<file path="config.mk">
export PLATFORM = sky130hd
export DESIGN_NAME = conway_controller
export DESIGN_NICKNAME = d
export VERILOG_FILES = /design/src/rtl/conway_pkg.sv /design/src/rtl/conway_tick_gen.sv /design/src/rtl/conway_controller.sv
export SDC_FILE = /design/constraint.sdc
export NUM_CORES = 1
export LEC_CHECK = 0
export CAP_MARGIN = 25
export CORE_MARGIN = 2
export CORE_UTILIZATION = 53
export CTS_BUF_LIST = sky130_fd_sc_hd__clkbuf_2
export CTS_CLUSTER_SIZE = 12
export DETAILED_ROUTE_END_ITERATION = 10
export GPL_ROUTABILITY_DRIVEN = 0
export PLACE_DENSITY = 0.82
export REMOVE_ABC_BUFFERS = 1
export SYNTH_ARGS = -nofsm -noshare
export SYNTH_HDL_FRONTEND = slang
export SYNTH_SLANG_ARGS = --single-unit
</file>
<file path="constraint.sdc">
create_clock -name clk -period 2.67 [get_ports clk]
set_clock_uncertainty 0.15 [all_clocks]
set_input_delay 0.534 -clock clk [delete_from_list [all_inputs] [get_ports clk]]
set_output_delay 0.534 -clock clk [all_outputs]
set_load 0.02 [all_outputs]
</file>
<file path="src/rtl/conway_pkg.sv">
// Shared definitions for the Game-of-Life control stage and grid wrapper.
package conway_pkg;

  typedef enum logic [2:0] {
    LOAD,
    APPLY,
    IDLE,
    RUN,
    HOLD
  } ctrl_state_t;

  localparam int DEF_ROWS = 8;
  localparam int DEF_COLS = 8;

  // Counter width able to hold 0..n-1, never narrower than one bit.
  function automatic int cnt_width(input int n);
    return (n <= 2) ? 1 : $clog2(n);
  endfunction

endpackage

</file>
<file path="src/rtl/conway_tick_gen.sv">
// Generation tick counter: counts 0..TICKS-1 while run is high, flags the last count.
module conway_tick_gen
  import conway_pkg::*;
#(
  parameter int TICKS = 4
) (
  input  logic clk,
  input  logic rst,
  input  logic run,
  input  logic clear,
  output logic terminal
);

  localparam int CW = cnt_width(TICKS);
  localparam logic [CW-1:0] LAST = CW'(TICKS - 1);

  logic [CW-1:0] count;

  always_ff @(posedge clk) begin
    if (!rst) begin
      count <= '0;
    end else if (clear) begin
      count <= '0;
    end else if (run) begin
      if (count == LAST) count <= '0;
      else               count <= count + 1'b1;
    end
  end

  assign terminal = run && (count == LAST);

endmodule

</file>
<file path="src/rtl/conway_controller.sv">
// Control stage for the cell array: serial seed loading, load strobe and
// generation-advance strobe (free-run or single-step).
module conway_controller
  import conway_pkg::*;
#(
  parameter int ROWS  = DEF_ROWS,
  parameter int COLS  = DEF_COLS,
  parameter int TICKS = 4,
  parameter int GEN_W = 16
) (
  input  logic                 clk,
  input  logic                 rst,
  input  logic                 seed_bit,
  input  logic                 seed_valid,
  output logic                 seed_ready,
  input  logic                 start,
  input  logic                 pause,
  input  logic                 step,
  input  logic                 reload,
  output logic [ROWS*COLS-1:0] state_0,
  output logic                 cell_rst,
  output logic                 cell_ena,
  output logic [GEN_W-1:0]     generation,
  output logic                 running
);

  localparam int N  = ROWS * COLS;
  localparam int BW = cnt_width(N);
  localparam logic [BW-1:0] LAST_BIT = BW'(N - 1);

  ctrl_state_t state, next_state;

  logic [BW-1:0] bit_cnt;
  logic          step_prev;
  logic          step_rise;
  logic          seed_fire;
  logic          tick_run;
  logic          tick_clear;
  logic          terminal;
  logic          ena_next;
  logic          gen_inc;

  assign seed_ready = (state == LOAD);
  assign cell_rst   = (state == LOAD) || (state == APPLY);
  assign running    = (state == RUN);
  assign seed_fire  = seed_valid && seed_ready;
  assign step_rise  = step && !step_prev;

  conway_tick_gen #(
    .TICKS(TICKS)
  ) u_tick (
    .clk     (clk),
    .rst     (rst),
    .run     (tick_run),
    .clear   (tick_clear),
    .terminal(terminal)
  );

  always_ff @(posedge clk) begin
    if (!rst) begin
      state     <= LOAD;
      step_prev <= 1'b0;
      cell_ena  <= 1'b0;
    end else begin
      state     <= next_state;
      step_prev <= step;
      cell_ena  <= ena_next;
    end
  end

  // The edge that enters RUN from IDLE already counts as the first tick,
  // so the first pulse follows TICKS-1 edges after start is seen.
  always_comb begin
    next_state = state;
    tick_run   = 1'b0;
    tick_clear = 1'b0;
    ena_next   = 1'b0;
    gen_inc    = 1'b0;
    case (state)
      LOAD: begin
        if (seed_fire && (bit_cnt == LAST_BIT)) next_state = APPLY;
      end
      APPLY: begin
        tick_clear = 1'b1;
        next_state = reload ? LOAD : IDLE;
      end
      IDLE: begin
        if (reload) begin
          next_state = LOAD;
          tick_clear = 1'b1;
        end else if (start) begin
          next_state = RUN;
          tick_run   = 1'b1;
        end
      end
      RUN: begin
        if (reload) begin
          next_state = LOAD;
          tick_clear = 1'b1;
        end else begin
          tick_run = 1'b1;
          if (terminal) begin
            ena_next = 1'b1;
            gen_inc  = 1'b1;
          end
          if (pause) next_state = HOLD;
        end
      end
      HOLD: begin
        if (reload) begin
          next_state = LOAD;
          tick_clear = 1'b1;
        end else if (!pause && start) begin
          next_state = RUN;
        end else if (step_rise) begin
          ena_next = 1'b1;
          gen_inc  = 1'b1;
        end
      end
      default: next_state = LOAD;
    endcase
  end

  // Seed bits land at their final index as they arrive; untouched bits keep
  // whatever the previous pattern left there.
  always_ff @(posedge clk) begin
    if (!rst) begin
      state_0 <= '0;
      bit_cnt <= '0;
    end else if (seed_fire) begin
      state_0[bit_cnt] <= seed_bit;
      bit_cnt          <= (bit_cnt == LAST_BIT) ? '0 : bit_cnt + 1'b1;
    end else if ((next_state == LOAD) && (state != LOAD)) begin
      bit_cnt <= '0;
    end
  end

  always_ff @(posedge clk) begin
    if (!rst) begin
      generation <= '0;
    end else if (state == APPLY) begin
      generation <= '0;
    end else if (gen_inc) begin
      generation <= generation + 1'b1;
    end
  end

endmodule

</file>
Word-level counts from Yosys, hierarchy flattened
Index checks and enable logic that the tools add are counted.

Bits in registers: 93. Latch bits: 0. Bits in writable memories: 0. Memory bits (read-only): 0. Bits of input ports: 8. Output and inout bits: 84. Word-level logic and storage cells: 64. Memories kept: 0.

Add/sub/neg operators: 3. $mul: 0. Div/mod/pow operators: 0. $lt $le $gt $ge: 2. Equality and inequality tests: 6. Shift operators: 0. Mux-type cells: 28. Bitwise logic cells: 1. Reduce and logical (&&, ||, !) cells: 17.

Operator list (number): 64-bit bitwise mux (1); 3-bit two-way mux (7); 6-bit two-way mux (3); 16-bit by 1-bit adder with 16-bit output, second input constant (1); 3-bit one-hot mux with 5 select lines (1); 1-bit two-way mux (10); 1-bit logical AND (7); 6-bit by 7-bit < comparator with 1-bit output, second input constant (1); 6-bit by 1-bit adder with 6-bit output, second input constant (1); 1-bit demux with 6-bit select (1); 3-bit by 2-bit == test with 1-bit output, second input constant (2); 6-bit == test, second input constant (1); 6-bit by 1-bit greater-or-equal comparator with 1-bit output, second input constant (1); 3-bit zero test (2); 1-bit one-hot mux with 2 select lines (3); 2-bit two-way mux (2); 2-bit OR reduction (2); 3-bit by 1-bit == test with 1-bit output, second input constant (1); 3-bit == test, second input constant (1); 3-bit nonzero test (1); 3-bit OR reduction (1); 2-bit by 1-bit adder with 2-bit output, second input constant (1); 2-bit == test, second input constant (1); 1-bit zero test (2); other kinds (3) (3).

Depth between registers and ports, before layout
Depth in word-level cells: 9. Mapped depth: 8.

Hierarchy
Synthesis repeated with hierarchy kept, for this count alone.

Cells, all modules: 503. Area total of the unflattened synthesis: 4388.0 um^2.

By module, submodules not included: conway_controller (instances 1, cells each 493, area an instance 4285.4 um^2, seq. area each 1821.7 um^2); conway_tick_gen (instances 1, cells each 10, area an instance 102.6 um^2, seq. area each 40.0 um^2).

Worst setup path before layout
OpenSTA, ideal clock, no wires.

Kind: input port to flip-flop. Start: in reload. End: reg generation[6]. Library setup time: 128 ps. Arrival time: 1857 ps. Path slack: 535 ps. Cell stages on the path: 7. Cells stage by stage: buf_2 -> nor4b_4 -> nand4b_2 -> buf_2 -> a211oi_1 -> xnor2_1 -> nor2_1.

Word-level cells in the longest chain between the ends: 6.

Ends and longest elaborated chain: start, declared (line conway_controller.sv:19) `input logic reload,`; 1-bit two-way mux, on equally long branches (line conway_controller.sv:97, conway_controller.sv:88); 1-bit one-hot mux with 2 select lines (line conway_controller.sv:79) `case (state)`; 1-bit logical AND (line conway_tick_gen.sv:30) `assign terminal = run && (count == LAST);`; 1-bit two-way mux (line conway_controller.sv:102) `if (terminal) begin`; 1-bit two-way mux (line conway_controller.sv:97) `if (reload) begin`; 1-bit one-hot mux with 2 select lines * (line conway_controller.sv:79); end signal, assigned (line conway_controller.sv:144) `generation <= generation + 1'b1;`; end, declared (line conway_controller.sv:23) `output logic [GEN_W-1:0] generation,`.

Mark *: on every way between the ends. The rest lies on a longest branch, timed or not. A chain may end at the register's enable or synchronous reset.

Worst setup path after layout
Start: reg state[2]. End: out running.

Word-level cells in the longest chain between the ends: 1.

Ends and longest elaborated chain: start, declared (line conway_controller.sv:31) `ctrl_state_t state, next_state;`; start signal, assigned (line conway_controller.sv:65) `state <= next_state;`; 3-bit by 2-bit == test with 1-bit output (line conway_controller.sv:45) `assign running = (state == RUN);`; end, declared (line conway_controller.sv:24) `output logic running`.

No other way between the ends.

==> results.cfg <==
[clock_tree]
cts.htree.levels = 3
cts.sinks = 93
ctsRootBufferMaster = clkbuf_2
cts_buffer_depth = 2
clock_latency_ns = 0.55
cts_tree = yes
holdBufCountCts = 0
cts_buffers = 9
path_clk_slew_ns = 0.25

[grt]
grt_pass1_wl_mm = 16.5
globalRouteOverflowTotal = 0
grtUsageTotal = 0.230
antenna_found_initial = 0
grt_max_degree = 40
grt_pass1_vias = 3565

[placement]
dp_hpwl_mm = 7.10
port_buffers = 91

[layout]
nets = 594
area_delta_synth_final_pct = 26.1
final_layout_size_suffix_gt1_frac = 0.0986
fillers = 661
diodes = 0

[detailed_routing]
viasPerCell = 5.51
vias = 3799
wl_per_cell_um = 14.6
drc_errors = 0
drtIter0Drc = 253
drt-total-wl_mm = 10.0
drt-pass1-iter-count = 4
ant_nets = 0

[outcome]
run_status = complete, no violations

[yosys]
synth_top_area_frac = 0.430
synth_area_leaders = dfxtp_1 (43%), a21boi_0 (5.9%), nand2_1 (5.4%)
yosysMostFrequentCell = dfxtp_1
ys.flop_type = dfxtp_1
netlist_top_cells_count = dfxtp_1 (93), nand2_1 (62), nor2_1 (55)
synth_cell_types = 50
synth_seq_cells = 93
post-synth-top-area-cell = dfxtp_1
synth-seq-area-share = 0.430
synthCells = 503
synth-edff-count = 0
async_flop_share = 0
syn_avg_cell_area_um2 = 8.61
yosys_warnings = 0
netlist_area_um2 = 4330

[power]
clkPwrFrac = 0.336
p_per_area_nw_per_um2 = 422
combPwrFrac = 0.056
pwr-share-seq = 0.609
swShare = 0.240
design_power_total_mw = 2.30
p_leak_nw = 1.74
peakVddDrop_mv = 0.328
p_int_mw = 1.75
power.switching_mw = 0.554

[die]
die_area_um2 = 8910
rows = 32
initial_core_util = 0.555
core_region_area_um2 = 7810
ios = 92
die_w_um = 94.4
die_height_um = 94.4

[sta]
final.setup.tns_ns = 0
whs_ns = 0.250
setup_violations = 0
worst_pin_slew_ns = 0.598
finalHoldViolations = 0
maxClockFrequency_mhz = 386
final.min_clock_period_ns = 2.59
post-route-period-util = 0.971
rsz0062_at_grt = false
slew_headroom = 0.600
report.final.slew_viol_count = 0

[worst_setup_path]
path_buf_inv = 1
worst-setup-path-type = flop to output pin
worst-path-max-fanout = 14
endpoint_kind = output pin
cp_data_arrival_time_ns = 1.91
crit_slowest_cell = clkdlybuf4s50_1
critPathMaxStageDelay_ns = 0.61
path_cells = and3b_2 > clkdlybuf4s50_1
crit_family = buffers and inverters
critPathLaunchType = flop
critPathRequiredTime_ns = 1.99

[run]
max_cap_viol_count = 0

[hold_path]
worstHoldPathType = input port to flop
cell families (layout without fill, tap and decap cells):
group	Yosys count	after routing	share of synthesized area
xor gates and xnor gates	15	15	0.0303
and+or+nand+nor	210	210	0.249
adders and majority gates	3	3	0.00867
DFF	93	93	0.430
AOI/OAI and AO/OA	120	120	0.193
muxes	18	18	0.0416
buffers and inverters	44	129	0.0471
layout make-up:
| type | instances | area, µm² | area share |
|---|---|---|---|
| timing repair buffer | 111 | 1050 | 0.193 |
| sequential | 93 | 1870 | 0.342 |
| tap | 102 | 128 | 0.0234 |
| clock inverter | 7 | 90.1 | 0.0165 |
| inverter | 2 | 7.51 | 0.00137 |
| clock buffer | 9 | 45.0 | 0.00825 |
| multi-input combinational | 366 | 2270 | 0.415 |
state kept, by name, indices dropped and copies added, names as in the netlist:
signal and count:
generation 16, state 3, cell_ena 1, bit_cnt 6, state_0 64, u_tick.count 2, step_prev 1
metal layers:
layer	global-route usage	share of wire	vias up	routed length (µm)
li1	-	-	1917	-
met1	0.292	0.45	1766	4500
met2	0.387	0.48	100	4850
met3	0.0431	0.050	16	498
met4	0.0942	0.018	0	182
met5	0	0	-	0
per-stage QoR:
| stage | setup WS, ns | utilization | std cells | instance area [µm²] |
|---|---|---|---|---|
| floorplan | 0.575 | - | 461 | 4140 |
| global placement | 0.106 | 0.681 | 674 | 5320 |
| detailed placement | 0.0563 | 0.681 | 674 | 5320 |
| CTS | 0.0206 | 0.699 | 690 | 5460 |
| global route | 0.00384 | 0.700 | 690 | 5460 |
| finish | 0.0783 | 0.700 | 690 | 5460 |
power by group through the flow:
stage	combinational, mW	sequential, mW	clock [mW]
after floorplan	0.0533	1.43	0
after global routing	0.140	1.41	0.844
after detailed placement	0.128	1.43	0
final	0.128	1.40	0.774
after CTS	0.128	1.40	0.790
after global placement	0.125	1.43	0
path summary, 6_finish.rpt:
| kind | start | to | slack [ns] | cells past startpoint |
|---|---|---|---|---|
| max reg2reg | state[1]$_SDFF_PN0_ | state_0[15]$_SDFFE_PN0P_ | 0.54 | 6 |
| max | state[2]$_SDFF_PN0_ | running | 0.08 | 2 |
| min | rst | state_0[55]$_SDFFE_PN0P_ | 0.25 | 2 |
| min reg2reg | state_0[8]$_SDFFE_PN0P_ | state_0[8]$_SDFFE_PN0P_ | 0.33 | 2 |
layout by cell type (no fill, tap or decap), drive strengths merged, types with 3 or more instances in the layout:
master	n
and3b	4
and3	4
nor2b	17
clkinv	5
xnor2	14
nand3b	6
ha	3
clkdlybuf4s50	89
o21ai	24
dfxtp	93
clkbuf	9
a21oi	10
a2111oi	3
or2	3
mux2i	18
buf	21
nand2	62
and2	4
nor3	4
a211oi	7
nor2	57
nand3	32
o31ai	16
a21boi	34
or3b	4
o211ai	19
timing repair:
item                                    CTS  global route
endpoints found under the setup margin    2             1
gates resized for setup                   3             3
setup buffers                             0             0
pin swaps                                 0             0
Power figures use the tool's default switching activity.
